==> config.mk <==
export PLATFORM = sky130hd
export DESIGN_NAME = sd_dac_ctrl
export DESIGN_NICKNAME = d
export VERILOG_FILES = /design/src/rtl/sd_dac_ctrl.sv
export SDC_FILE = /design/constraint.sdc
export NUM_CORES = 1
export LEC_CHECK = 0
export ABC_AREA = 1
export ABC_CLOCK_PERIOD_IN_PS = 3200
export CELL_PAD_IN_SITES_DETAIL_PLACEMENT = 1
export CELL_PAD_IN_SITES_GLOBAL_PLACEMENT = 1
export CORE_UTILIZATION = 40
export CTS_CLUSTER_DIAMETER = 200
export DETAILED_ROUTE_END_ITERATION = 8
export GPL_TIMING_DRIVEN = 1
export PLACE_DENSITY_LB_ADDON = 0.3
export SYNTH_ARGS = -nofsm -noshare
export SYNTH_HDL_FRONTEND = slang
export SYNTH_HIERARCHICAL = 1
export SYNTH_SLANG_ARGS = --single-unit
==> constraint.sdc <==
create_clock -name clk -period 3.2 [get_ports clk]
set_clock_uncertainty 0.2 [all_clocks]
set_input_delay 0.64 -clock clk [delete_from_list [all_inputs] [get_ports clk]]
set_output_delay 0.64 -clock clk [all_outputs]
set_load 0.005 [all_outputs]
==> src/rtl/sd_dac_ctrl.sv <==
// Sample-stream front end for the sigma_delta modulator, with a pop-free ramp on enable/disable.
// Optional build macro SD_DAC_CTRL_DITHER_EN adds 1-LSB LFSR dither on played samples.

// Small synchronous FIFO with count-based full/empty and a synchronous flush.
// Latency: a pushed word is visible on pop_dat the cycle after the push edge.
// Backpressure: none internally; the caller gates push on count < depth and pop on count != 0.
module sd_dac_fifo #(
  parameter int W  = 16,
  parameter int AW = 2
) (
  input  logic          clk,
  input  logic          n_reset,
  input  logic          flush,
  input  logic          push,
  input  logic [W-1:0]  push_dat,
  input  logic          pop,
  output logic [W-1:0]  pop_dat,
  output logic [AW:0]   count
);
  localparam int DEPTH = 1 << AW;

  logic [W-1:0]  mem [DEPTH];
  logic [AW-1:0] wr_ptr;
  logic [AW-1:0] rd_ptr;

  always_ff @(posedge clk) begin
    if (!n_reset || flush) begin
      wr_ptr <= '0;
      rd_ptr <= '0;
      count  <= '0;
    end else begin
      if (push) wr_ptr <= wr_ptr + 1'b1;
      if (pop)  rd_ptr <= rd_ptr + 1'b1;
      case ({push, pop})
        2'b10:   count <= count + 1'b1;
        2'b01:   count <= count - 1'b1;
        default: count <= count;
      endcase
    end
  end

  // Storage carries no reset; only words below count are ever read.
  always_ff @(posedge clk) begin
    if (push && !flush) mem[wr_ptr] <= push_dat;
  end

  assign pop_dat = mem[rd_ptr];
endmodule

// Ramps dac_in 0->midscale, then plays one FIFO sample per DIV cycles, then ramps back to 0.
// Latency: a sample is loaded on the edge after the tick cycle; first tick is DIV cycles into PLAY.
// Backpressure: s_ready is low outside RAMP_UP/PLAY and while the FIFO holds 2**FIFO_AW samples.
module sd_dac_ctrl #(
  parameter int N       = 16,
  parameter int FIFO_AW = 2,
  parameter int DIV     = 64,
  parameter int STEP    = 16
) (
  input  logic         clk,
  input  logic         n_reset,
  input  logic         enable,
  input  logic         s_valid,
  output logic         s_ready,
  input  logic [N-1:0] s_data,
  output logic [N-1:0] dac_in,
  output logic         underrun,
  output logic         active
);
  localparam int            DEPTH  = 1 << FIFO_AW;
  localparam int            CW     = (DIV > 2) ? $clog2(DIV) : 1;
  localparam logic [N-1:0]  MID    = {1'b1, {(N-1){1'b0}}};
  localparam logic [N-1:0]  STEP_N = N'(STEP);
  localparam logic [CW-1:0] TICK_AT = CW'(DIV - 1);

  typedef enum logic [2:0] {
    IDLE,
    RAMP_UP,
    PLAY,
    SETTLE,
    RAMP_DOWN
  } state_t;

  state_t         state;
  state_t         state_nxt;
  logic [N-1:0]   dac_nxt;
  logic [CW-1:0]  tick_cnt;
  logic           tick;
  logic           tick_empty;

  logic           fifo_push;
  logic           fifo_pop;
  logic           fifo_flush;
  logic [N-1:0]   fifo_dat;
  logic [FIFO_AW:0] fifo_cnt;
  logic           fifo_empty;

  logic [N:0]     up_sum;
  logic [N-1:0]   ramp_up_val;
  logic [N-1:0]   ramp_dn_val;
  logic [N-1:0]   settle_val;
  logic [N-1:0]   conv_word;
  logic [N-1:0]   pop_word;

  sd_dac_fifo #(
    .W  (N),
    .AW (FIFO_AW)
  ) u_fifo (
    .clk      (clk),
    .n_reset  (n_reset),
    .flush    (fifo_flush),
    .push     (fifo_push),
    .push_dat (s_data),
    .pop      (fifo_pop),
    .pop_dat  (fifo_dat),
    .count    (fifo_cnt)
  );

  assign fifo_empty = (fifo_cnt == '0);
  // Ready depends only on registered state and count, so a full FIFO never
  // accepts a word even on a cycle where it is also being popped.
  assign s_ready    = ((state == RAMP_UP) || (state == PLAY)) &&
                      (fifo_cnt < (FIFO_AW+1)'(DEPTH));
  assign fifo_push  = s_valid && s_ready;
  assign active     = (state != IDLE);
  assign tick       = (tick_cnt == TICK_AT);

  // Saturating ramp arithmetic; the up-ramp sum is carried at N+1 bits.
  assign up_sum      = {1'b0, dac_in} + {1'b0, STEP_N};
  assign ramp_up_val = (up_sum >= {1'b0, MID}) ? MID : up_sum[N-1:0];
  assign ramp_dn_val = (dac_in >= STEP_N) ? (dac_in - STEP_N) : '0;

  always_comb begin
    settle_val = MID;
    if (dac_in > MID) begin
      if ((dac_in - MID) > STEP_N) settle_val = dac_in - STEP_N;
    end else if (dac_in < MID) begin
      if ((MID - dac_in) > STEP_N) settle_val = dac_in + STEP_N;
    end
  end

  assign conv_word = {~fifo_dat[N-1], fifo_dat[N-2:0]};

`ifdef SD_DAC_CTRL_DITHER_EN
  logic [15:0] lfsr;
  logic [N:0]  dith_sum;

  // Right-shifting Fibonacci form of the 16,14,13,11 polynomial.
  always_ff @(posedge clk) begin
    if (!n_reset) lfsr <= 16'hACE1;
    else          lfsr <= {lfsr[0] ^ lfsr[2] ^ lfsr[3] ^ lfsr[5], lfsr[15:1]};
  end

  assign dith_sum = {1'b0, conv_word} + {{N{1'b0}}, lfsr[0]};
  assign pop_word = dith_sum[N] ? {N{1'b1}} : dith_sum[N-1:0];
`else
  assign pop_word = conv_word;
`endif

  always_comb begin
    state_nxt  = state;
    dac_nxt    = dac_in;
    fifo_pop   = 1'b0;
    tick_empty = 1'b0;
    case (state)
      IDLE: begin
        dac_nxt = '0;
        if (enable) state_nxt = RAMP_UP;
      end
      RAMP_UP: begin
        if (!enable)             state_nxt = RAMP_DOWN;
        else if (dac_in == MID)  state_nxt = PLAY;
        else                     dac_nxt   = ramp_up_val;
      end
      PLAY: begin
        if (!enable) begin
          state_nxt = SETTLE;
        end else if (tick) begin
          if (!fifo_empty) begin
            fifo_pop = 1'b1;
            dac_nxt  = pop_word;
          end else begin
            tick_empty = 1'b1;
          end
        end
      end
      SETTLE: begin
        if (dac_in == MID) state_nxt = RAMP_DOWN;
        else               dac_nxt   = settle_val;
      end
      RAMP_DOWN: begin
        if (dac_in == '0) state_nxt = IDLE;
        else              dac_nxt   = ramp_dn_val;
      end
      default: begin
        state_nxt = IDLE;
        dac_nxt   = '0;
      end
    endcase
  end

  // Anything queued is dropped as soon as shutdown begins.
  assign fifo_flush = ((state_nxt == SETTLE)    && (state != SETTLE)) ||
                      ((state_nxt == RAMP_DOWN) && (state != RAMP_DOWN));

  always_ff @(posedge clk) begin
    if (!n_reset) begin
      state    <= IDLE;
      dac_in   <= '0;
      underrun <= 1'b0;
    end else begin
      state    <= state_nxt;
      dac_in   <= dac_nxt;
      underrun <= tick_empty;
    end
  end

  always_ff @(posedge clk) begin
    if (!n_reset)            tick_cnt <= '0;
    else if (state != PLAY)  tick_cnt <= '0;
    else if (tick)           tick_cnt <= '0;
    else                     tick_cnt <= tick_cnt + 1'b1;
  end
endmodule
## Word-level counts from Yosys, hierarchy flattened

Memory sizes are Yosys's and may differ from the RTL's. A register that Yosys moved wholly into a read port is not among the register bits.
Cells that the tools add are included.

- Register bits after elaboration: 33
- RAM bits: 64
- Input bits: 20
- Memories kept: 1

- Add/subtract/negate cells: 10
- Order comparisons: 7
- Equality and inequality tests: 20
- Multiplexer cells: 31
- Bitwise gates (word level): 2
- Reduce and logical (&&, ||, !) cells: 18

Memories:

| memory | words | width | read ports | clocked after memory_dff | write ports | line | text |
|---|---|---|---|---|---|---|---|
| u_fifo.mem | 4 | 16 | 1 | 1 | 1 | 22 | `logic [W-1:0] mem [DEPTH];` |

Operators with widths:

| operator | number |
|---|---|
| 16-bit 2-to-1 mux | 13 |
| 16-bit one-hot mux with 4 select lines | 1 |
| 16-bit by 5-bit greater-than comparator with 1-bit output, second input constant | 2 |
| 3-bit 2-to-1 mux | 6 |
| 16-bit by 5-bit adder with 17-bit output, second input constant | 1 |
| 17-bit by 16-bit greater-or-equal comparator with 1-bit output, second input constant | 1 |
| 16-bit by 5-bit adder with 16-bit output, second input constant | 1 |
| 16-bit == test, second input constant | 1 |
| 16-bit by 5-bit greater-or-equal comparator with 1-bit output, second input constant | 1 |
| 16-bit greater-than comparator, second input constant | 1 |
| 16-bit zero test | 1 |
| 16-bit < comparator, second input constant | 1 |
| 16-bit subtractor, first input constant | 1 |
| 16-bit subtractor, second input constant | 1 |
| 16-bit by 5-bit subtractor with 16-bit output, second input constant | 1 |
| 3-bit one-hot mux with 5 select lines | 1 |
| 2-bit inequality test, second input constant | 7 |
| 3-bit by 2-bit == test with 1-bit output, second input constant | 3 |
| 1-bit 2-to-1 mux | 7 |
| 7-bit AND reduction | 1 |
| 6-bit by 1-bit adder with 6-bit output, second input constant | 1 |
| 3-bit == test, second input constant | 2 |
| 6-bit == test, second input constant | 1 |
| 3-bit zero test | 2 |
| other kinds (19) | 30 |

## Logic depth before layout (Yosys ltp)

- Depth in word-level cells: 11
- Gate-level depth with buffers: 18
- Mapped depth without buffers: 18

## Modules after synthesis

Netlist, hierarchy kept.

By module, submodules not included:

| module | instances | cells each | area each (sq um) | sequential area each (sq um) |
|---|---|---|---|---|
| sd_dac_fifo | 1 | 213 | 2801.4 | 2102.0 |
| sd_dac_ctrl | 1 | 389 | 2459.9 | 520.5 |

## Worst setup path after synthesis

No wires, ideal clock.

- Kind: register to register
- Start: register dac_in[5]
- End: memory u_fifo.mem[0][0] (enable)
- Setup time: 0.389 ns
- Arrival time: 2.081 ns
- Required time: 2.611 ns
- Slack: 0.530 ns
- Cell stages (with the launch flop): 12
- Clock period less this slack: 2.670 ns
- Path through: dfxtp_1 inv_1 ha_1 nand2_1 nor2_4 nand2_2 nor2_4 nand2_1 nand3_1 inv_1 nand2_1 nor2_1

- Word-level cells in the longest chain between the ends: 11
- Elaborated cells between the ends (all ways): 16

Ends and longest elaborated chain:

| item | line | text |
|---|---|---|
| start, declared | 65 | `output logic [N-1:0] dac_in,` |
| start signal, assigned | 212 | `dac_in <= dac_nxt;` |
| 16-bit == test | 171, 187 |  |
| 3-bit 2-to-1 mux | 171 | `else if (dac_in == MID) state_nxt = PLAY;` |
| 3-bit 2-to-1 mux | 170 | `if (!enable) state_nxt = RAMP_DOWN;` |
| 3-bit one-hot mux with 5 select lines (*) | 164 | `case (state)` |
| 3-bit by 2-bit == test with 1-bit output / 3-bit == test (equally long branches) | 202, 203 |  |
| 1-bit logical AND (on tied branches) | 202, 203 |  |
| 1-bit logical OR (*) | 202 | `assign fifo_flush = ((state_nxt == SETTLE) && (state != SETTLE)) \|\|` |
| net fifo_flush | 92 | `logic fifo_flush;` |
| 1-bit zero test (*) | 44 | `if (push && !flush) mem[wr_ptr] <= push_dat;` |
| 1-bit logical AND (*) | 44 |  |
| 1-bit 2-to-1 mux (*) | 44 |  |
| 1-bit 2-to-1 mux (implied by the code) (*) | 44 |  |
| end, declared | 22 |  |

Mark *: on every way through the listed nets, which the timed path passes. The rest lies on a longest branch.

## Worst setup path after layout

- Start: register state[0]
- End: output s_ready

- Word-level cells in the longest chain between the ends: 3
- Elaborated cells between the ends (all ways): 4

Ends and longest elaborated chain:

| item | line | text |
|---|---|---|
| start, declared | 83 | `state_t state;` |
| start signal, assigned | 211 | `state <= state_nxt;` |
| 3-bit by 1-bit == test with 1-bit output / 3-bit by 2-bit == test with 1-bit output (equally long branches) | 121 | `assign s_ready = ((state == RAMP_UP) \|\| (state == PLAY)) &&` |
| 1-bit logical OR (*) | 121 |  |
| 1-bit logical AND (*) | 121 |  |
| end, declared | 63 | `output logic s_ready,` |

Every way passes the cells marked *; elsewhere a longest branch is shown, timed or not.

==> out/metrics.yaml <==
status: "complete, no violations"
yosys.area.top_type: "edfxtp_1"
crit_start: "state[0]$_SDFF_PN0_"
vias: 4176
firstDrtPassIters: 4
holdCritPathClass: "flop to flop"
grt_usage_pct: 21.2
synthMostInstantiatedCell: "nand2_1"
grt_setup_unrepaired: "false"
p_leak_nw: 2.38
cp_data_required_time_ns: 2.36
place_congestion: 0.876
synth_area_sq_um: 5260
via_per_inst: 5.10
dieArea_sq_um: 13600
yosys_warnings: 6
dieHeight_um: 117
startpoint_type: "flop"
r2r_start: "tick_cnt[0]$_SDFF_PP0_"
synth_top_area_share_pct: 36.5
stdcell_count: 819
crit_arrival_ns: 1.89
clk_pin_slew_ns: 0.07
cts_max_level: 3
peakVddDrop_mv: 0.361
grt.overflow.total: 0
synth_commonest_cells: "123 x nand2_1, 68 x nor2_1, 64 x edfxtp_1"
synth_compound_area_share_pct: 9.89
clkLatencyLatePin_ns: 0.34
synthAdderAreaFrac_pct: 2.76
die_x_um: 117
cp_max_fo: 6
yosysSeqAreaShare_pct: 49.8
grt_pass1_vias: 4397
synth_cell_type_count: 38
cts_setup_buffers: 0
nets: 673
synthFlopType: "edfxtp_1"
syn_inst: 602
layout-drive-gt1-share_pct: 12.4
drt_iter0_markers: 186
worst_setup_path_end_kind: "output pin"
async_reset_ff_share_pct: 0
antenna_found_initial: 0
synth_top_family_by_area: "simple AND/OR/NAND/NOR gates"
cts_made_buffers: 9
ys_ff_latch: 99
synth_nets: 633
grt_first_pass_wirelength_um: 21800
portBuffers: 38
io_pins: 39
power_density_nw_per_um2: 460
root_buffer: "clkbuf_16"
fmax_ghz: 0.366
cts_tree: "built"
synth_mux_area_share_pct: 0
setup_tns_ns: 0
min-delay-start: "u_fifo/rd_ptr[1]$_SDFFE_PP0P_"
yosys.area_share.simple_pct: 26.3
synth_edf_count: 64
totalWireLength_um: 13400
dp.cells: 803
cts_hold_buf: 0
grt_max_degree: 33
avgRoutedWirePerCell_um: 16.3
path_class: "flop to output pin"
ctsLongestPathBuffers: 2
n_antenna_cell: 0
worst_pin_slew_ns: 0.713
slew_violations: 0
cts_resized: 0
finalHoldViolCount: 0
cts.sinks: 99
initial_utilization_pct: 41.4
core-area_sq_um: 12700
fillerInstances: 1530
drcViolationCount: 0
drv_cap: 0
syn_avg_cell_area_sq_um: 8.74
area_growth_pct: 15.7
slew_headroom_pct: 52.4
synth_xor_area_share_pct: 3.50
finalCriticalPeriod_ns: 2.73
hpwlAfterDp_um: 9680
period_share_pct: 85.3
antenna_left: 0
synthTopCellsByArea: "edfxtp_1 37%, dfxtp_1 13%, nand2_1 8.8%"
setup_viol: 0
final_util_pct: 47.9
rows: 41
final cells by class:
| class | instances | area (sq um) | share of cell area [%] |
|---|---|---|---|
| inverter | 68 | 255 | 4.19 |
| timing repair buffer | 50 | 470 | 7.73 |
| multi-input combinational | 414 | 2230 | 36.7 |
| tap | 172 | 215 | 3.53 |
| clock buffer | 10 | 229 | 3.76 |
| clock inverter | 6 | 63.8 | 1.05 |
| sequential | 99 | 2620 | 43.1 |
logic make-up (layout without fill, tap and decap cells):
| group | after synthesis | after routing |
|---|---|---|
| and+or+nand+nor | 289 | 289 |
| DFF | 99 | 99 |
| AOI/OAI and AO/OA | 93 | 93 |
| buffers and inverters | 89 | 134 |
| xor gates and xnor gates | 21 | 21 |
| adders and majority gates | 11 | 11 |
metal layers:
layer	GRT usage [%]	part of all wire [%]	vias up
met5	0	0	-
met4	6.84	1.3	0
met3	2.96	2.7	12
met2	36.6	49	69
met1	27.3	47	2017
li1	-	-	2078
stage by stage:
stage | instance area (sq um) | hold WS (ns) | setup WS [ns] | total power (W)
5_1_grt | 6090 | 0.281 | 0.170 | 0.00292
4_1_cts | 6090 | 0.241 | 0.450 | 0.00283
3_3_place_gp | 5800 | 0.225 | 0.329 | 0.00175
6_report | 6090 | 0.237 | 0.470 | 0.00280
3_5_place_dp | 5800 | 0.234 | 0.253 | 0.00176
2_1_floorplan | 5260 | 0.212 | 0.530 | 0.00164
flip-flops by register name, summed over array words and instances (netlist names), named ones only:
name / flops
dac_in: 16
state: 3
tick_cnt: 6
u_fifo/count: 3
u_fifo/mem: 64
u_fifo/rd_ptr: 2
u_fifo/wr_ptr: 2
underrun: 1
placed cells by master, fill, tap and decap left out, drive strengths merged, types with 12 or more instances in the layout:
cell type / Yosys / final
nor2: 90 / 90
nand3: 40 / 40
nor3: 15 / 15
buf: 19 / 12
clkdlybuf4s50: 0 / 38
xor2: 20 / 20
edfxtp: 64 / 64
inv: 66 / 67
o22ai: 16 / 16
nand2: 131 / 131
a21oi: 19 / 19
o21ai: 49 / 49
dfxtp: 35 / 35
report_power, final:
part           switching [W]  internal, W
combinational       0.000214     0.000128
sequential         0.0000150      0.00138
clock               0.000462     0.000606
path summary, 6_finish.rpt:
| kind | to | slack (ns) | cells past startpoint |
|---|---|---|---|
| worst min register to register | flop | 0.24 | 1 |
| worst min-delay path | flop | 0.24 | 1 |
| worst max register to register | u_fifo/count[2]$_SDFFE_PP0P_ | 0.48 | 16 |
| worst max-delay path | s_ready | 0.47 | 8 |
worst max-delay path, cell delays in order (launching register included):
cell,delay (ns)
dfxtp_1,0.37
inv_1,0.10
nor3_2,0.11
buf_4,0.17
inv_1,0.08
nand2_1,0.07
inv_1,0.05
nor2_1,0.08
clkdlybuf4s50_1,0.51
Note: power is estimated with default switching activity, not from simulation.
